File: config.mk
export PLATFORM = sky130hd
export DESIGN_NAME = gray_to_bin_serial
export DESIGN_NICKNAME = d
export VERILOG_FILES = /design/src/rtl/gray_to_bin_serial.sv
export SDC_FILE = /design/constraint.sdc
export NUM_CORES = 1
export LEC_CHECK = 0
export CAP_MARGIN = 0
export CORE_MARGIN = 2
export CORE_UTILIZATION = 42
export DETAILED_ROUTE_END_ITERATION = 6
export HOLD_SLACK_MARGIN = 0.05
export PLACE_DENSITY_LB_ADDON = 0.1
export REMOVE_ABC_BUFFERS = 1
export SLEW_MARGIN = 20
export SYNTH_ARGS = -nofsm -noshare
export SYNTH_HDL_FRONTEND = slang
export SYNTH_SLANG_ARGS = --single-unit
File: constraint.sdc
create_clock -name clk -period 1.7 [get_ports clk]
set_input_delay 0.17 -clock clk [delete_from_list [all_inputs] [get_ports clk]]
set_output_delay 0.17 -clock clk [all_outputs]
set_load 0.05 [all_outputs]
File: src/rtl/gray_to_bin_serial.sv
// Serial Gray-to-binary decoder: resolves one bit per clock, MSB first, behind valid/ready.
// Optional macro GRAY_STEP_CHECK_EN adds a single-bit-step check between accepted words.
module gray_to_bin_serial #(
  parameter int unsigned WIDTH = 4
) (
  input  logic             clk,
  input  logic             rst,
  input  logic             in_valid,
  output logic             in_ready,
  input  logic [WIDTH-1:0] G,
  output logic             out_valid,
  input  logic             out_ready,
  output logic [WIDTH-1:0] B,
  output logic             busy,
  output logic             step_err
);

  localparam int unsigned IdxW = (WIDTH > 1) ? $clog2(WIDTH) : 1;

  typedef enum logic [1:0] {StIdle, StShift, StDone} state_e;

  state_e           state_q, state_d;
  logic [IdxW-1:0]  idx_q, idx_d;
  logic [WIDTH-1:0] g_q, g_d;
  logic [WIDTH-1:0] b_q, b_d;
  logic [WIDTH:0]   b_ext;
  logic [IdxW:0]    idx_up;
  logic             accept;

  assign accept = (state_q == StIdle) && in_valid;
  // Zero above the MSB lets the top bit use the same XOR rule as the rest.
  assign b_ext  = {1'b0, b_q};
  assign idx_up = {1'b0, idx_q} + (IdxW+1)'(1);

  always_comb begin
    state_d = state_q;
    idx_d   = idx_q;
    g_d     = g_q;
    b_d     = b_q;
    unique case (state_q)
      StIdle: begin
        if (in_valid) begin
          g_d     = G;
          b_d     = '0;
          idx_d   = IdxW'(WIDTH - 1);
          state_d = StShift;
        end
      end
      StShift: begin
        b_d[idx_q] = b_ext[idx_up] ^ g_q[idx_q];
        if (idx_q == '0) begin
          state_d = StDone;
        end else begin
          idx_d = idx_q - IdxW'(1);
        end
      end
      StDone: begin
        if (out_ready) begin
          state_d = StIdle;
        end
      end
      default: state_d = StIdle;
    endcase
  end

  always_ff @(posedge clk) begin
    if (rst) begin
      state_q <= StIdle;
      idx_q   <= IdxW'(WIDTH - 1);
      g_q     <= '0;
      b_q     <= '0;
    end else begin
      state_q <= state_d;
      idx_q   <= idx_d;
      g_q     <= g_d;
      b_q     <= b_d;
    end
  end

  assign in_ready  = (state_q == StIdle);
  assign out_valid = (state_q == StDone);
  assign busy      = (state_q != StIdle);
  assign B         = b_q;

`ifdef GRAY_STEP_CHECK_EN
  localparam int unsigned CntW = $clog2(WIDTH + 1);

  logic [WIDTH-1:0] prev_q;
  logic [WIDTH-1:0] diff;
  logic [CntW-1:0]  diff_cnt;
  logic             first_q;
  logic             step_bad_q;
  logic             step_err_q;

  assign diff = G ^ prev_q;

  always_comb begin
    diff_cnt = '0;
    for (int i = 0; i < WIDTH; i++) begin
      diff_cnt = diff_cnt + CntW'(diff[i]);
    end
  end

  // Verdict is taken at accept (prev_q moves then) and published on entry to DONE.
  always_ff @(posedge clk) begin
    if (rst) begin
      prev_q     <= '0;
      first_q    <= 1'b1;
      step_bad_q <= 1'b0;
      step_err_q <= 1'b0;
    end else begin
      if (accept) begin
        prev_q     <= G;
        first_q    <= 1'b0;
        step_bad_q <= !first_q && (diff_cnt != CntW'(1));
      end
      if (state_q == StShift && state_d == StDone) begin
        step_err_q <= step_bad_q;
      end else if (state_q == StDone && state_d == StIdle) begin
        step_err_q <= 1'b0;
      end
    end
  end

  assign step_err = step_err_q;
`else
  assign step_err = 1'b0;
`endif

endmodule

==> summary.md <==
| Metric | Value |
|---|---|
| Detailed Routing Iterations Pass 1 | 5 |
| Leakage dissipation | 0.3659 nW |
| Final WL | 1.349 mm |
| Met3 Use GR | 2.553% |
| R2r worst-path depth | 6 |
| Dpl hpwl | 1.015 mm |
| Crit path max fanout | 4 |
| Root Driver | clkbuf_4 |
| Pins Over Slew Limit | 0 |
| Number of synthesized register bits | 12 |
| Most frequent cells in the layout | 12 x dfxtp_1, 9 x a21oi_1, 9 x clkdlybuf4s50_1 |
| Postcts setup bufs | 0 |
| Power per cell area | 766.4 nW/um^2 |
| Total Nets Final | 104 |
| Placed Instances | 103 |
| Layout Cells excl Fill | 107 |
| Crit start category | flop |
| Cell variety after synth | 23 |
| Final hold vios | 0 |
| Outcome | finished, final reports clean |
| Worst stage delay on the critical path | 820 ps |
| # clock sinks | 12 |
| Share of post-route cells with drive strength above 1 | 20.88% |
| Mux share of post-synthesis cell area | 8.124% |
| Clk slew on worst S/H paths | 80 ps |
| Num CTS Buffers | 3 |
| Drt via density | 5.336 |
| Max-Cap Viols | 0 |
| I/O Buffers | 14 |
| CP required | 1530 ps |
| WHS | 448.7 ps |
| Area Overhead vs Synth | 37.91% |
| Die X | 43.25 um |
| Die Area | 1870 um^2 |
| Vias | 571 |
| Crit path DAT | 1490 ps |
| WP buf/inv | 1 |
| Syn. warnings | 0 |
| Placeable Area | 1471 um^2 |
| Final setup skew | 0.7752 ps |
| Post-synthesis xor/xnor area fraction | 1.354% |
| Die Ht | 43.25 um |
| Wire length per cell | 12.61 um |
| Synth Area in Adders | 7.737% |
| Cells along the critical path | clkdlybuf4s50_1 |
| Final Core Density | 60.63% |
| Endpoint class of the critical path | primary output |
| GP Congestion | 0.7427 |
| Commonest non-fill, non-tap cell in the layout | dfxtp_1 |
| DRC violations left | 0 |
| Post-synthesis compound-gate area fraction | 19.92% |
| Antenna violations before repair | 0 |
| CTS Hold Bufs | 0 |
| H-tree levels | 1 |
| Synth Instances | 72 |
| GRT Max-Usage Layer | met2 |
| Number of diodes | 0 |
| Crit Path Class | reg -> out |
| Worst vdd ir | 403.5 uV |
| Worst-skew pair later-pin latency | 270 ps |
| Setup_tns | 0 ps |
| GR Util met1 | 19.01% |
| Tcrit/Tclk final | 97.53% |
| Rows | 14 |
| CP Depth | 1 |
| TritonCTS clock tree | yes |
| Period minus WS final | 1658 ps |
| Post-CTS sizing | 0 |
| Antenna-violating nets left | 0 |
| Global Route met2 Usage | 23.88% |
| Gr ovfl total | 0 |
| Hold Path Depth | 3 |
| Final setup fails | 0 |
| Post-synthesis simple-gate area fraction | 21.08% |
| Per-instance average area after synthesis | 8.984 um^2 |
| First-pass GRT wire length | 2.090 mm |
| Vias in the first global route | 483 |
| Max Clk Rate | 603.1 MHz |
| Clk buf depth | 2 |
| Delay-heaviest family, CP | buffers and inverters |
| Largest net degree at the start of global routing | 13 |
| Number of I/O pins | 16 |
| HP Class | in -> reg |
| Sequential element share of the synthesized area | 37.14% |
| Post-synthesis instance area | 646.9 um^2 |
| Main combinational cell family by area after synthesis | simple AND/OR/NAND/NOR gates |
| Total track usage | 15.40% |
| Initial core utilization | 43.96% |
| Filler cell count | 141 |
| Drt initial violations | 18 |
| Critical path's slowest cell | clkdlybuf4s50_1 |
==> area by class of cell <==
cell class                 count  area (um^2)  area share [%]
sequential                    12        240.2           26.93
tap                           16        20.02           2.244
timing repair buffer          17        180.2           20.20
inverter                       4        15.01           1.683
clock buffer                   4        36.28           4.067
multi-input combinational     54        400.4           44.88
==> sequential cells by signal, indices dropped and copies added, names as in the netlist <==
signal,flops
B,4
g_q,4
idx_q,2
state_q,2
==> synth_stat cells <==
library cell	instances	area [um^2]
or2_2	2	12.51
nand2_1	6	22.52
conb_1	1	3.750
mux2i_1	3	30.03
mux4_2	1	22.52
ha_1	4	50.05
inv_1	4	15.01
dfxtp_1	12	240.2
nand3_1	6	30.03
clkbuf_1	1	3.750
xnor2_1	1	8.760
a311oi_1	3	26.28
o22ai_4	1	20.02
or2_1	1	6.260
nor2_1	2	7.510
a21oi_1	9	45.04
buf_4	1	7.510
nor2b_1	5	31.28
nand2b_1	2	12.51
a22oi_1	2	15.01
nor2_2	1	6.260
o21a_1	3	22.52
nor3b_1	1	7.510
==> report_power, final <==
part / internal, mW / switching [mW] / leakage [nW]
Combinational: 0.0667 / 0.0815 / 0.247
Sequential: 0.293 / 0.0102 / 0.0979
Clock: 0.130 / 0.102 / 0.0210
Total: 0.490 / 0.194 / 0.366
==> routing by layer <==
| layer | routed length, um | up-vias |
|---|---|---|
| met5 | 0 | - |
| met4 | 23 | 0 |
| met3 | 51 | 4 |
| met2 | 621 | 10 |
| met1 | 653 | 269 |
| li1 | - | 288 |
==> path summary, 6_finish.rpt <==
check                             start  slack [ps]                  end
setup / recovery      B[1]$_SDFFE_PP0P_          40                 B[1]
hold / removal                     G[2]         450  g_q[2]$_SDFFE_PP0P_
setup reg to reg  idx_q[0]$_SDFFE_PP1P_          90    B[2]$_SDFFE_PP0P_
hold reg to reg     g_q[3]$_SDFFE_PP0P_         460  g_q[3]$_SDFFE_PP0P_
==> worst reg2reg max path: stages (launching register included) <==
cell and delay, ps:
dfxtp_1 330, inv_1 100, ha_4 310, mux2i_2 270
o22ai_4 90, xnor2_1 160, a311oi_1 270
==> kinds of logic after synthesis <==
logic type                 count (synthesis)
and+or+nand+nor                           26
AOI/OAI and AO/OA                         18
DFF                                       12
buffers and inverters                      6
adders and majority gates                  4
muxes                                      4
other                                      1
xor gates and xnor gates                   1
==> metrics by stage <==
step | total power, mW | instance area [um^2] | worst slack, ps
global placement | 0.4501 | 833.3 | 73.09
detailed placement | 0.4508 | 833.3 | 51.27
CTS | 0.6801 | 869.6 | 25.57
global route | 0.7087 | 892.1 | -30.79
floorplan | 0.3940 | 635.6 | 12.13
finish | 0.6837 | 892.1 | 41.97
(Power assumes the default switching activity.)
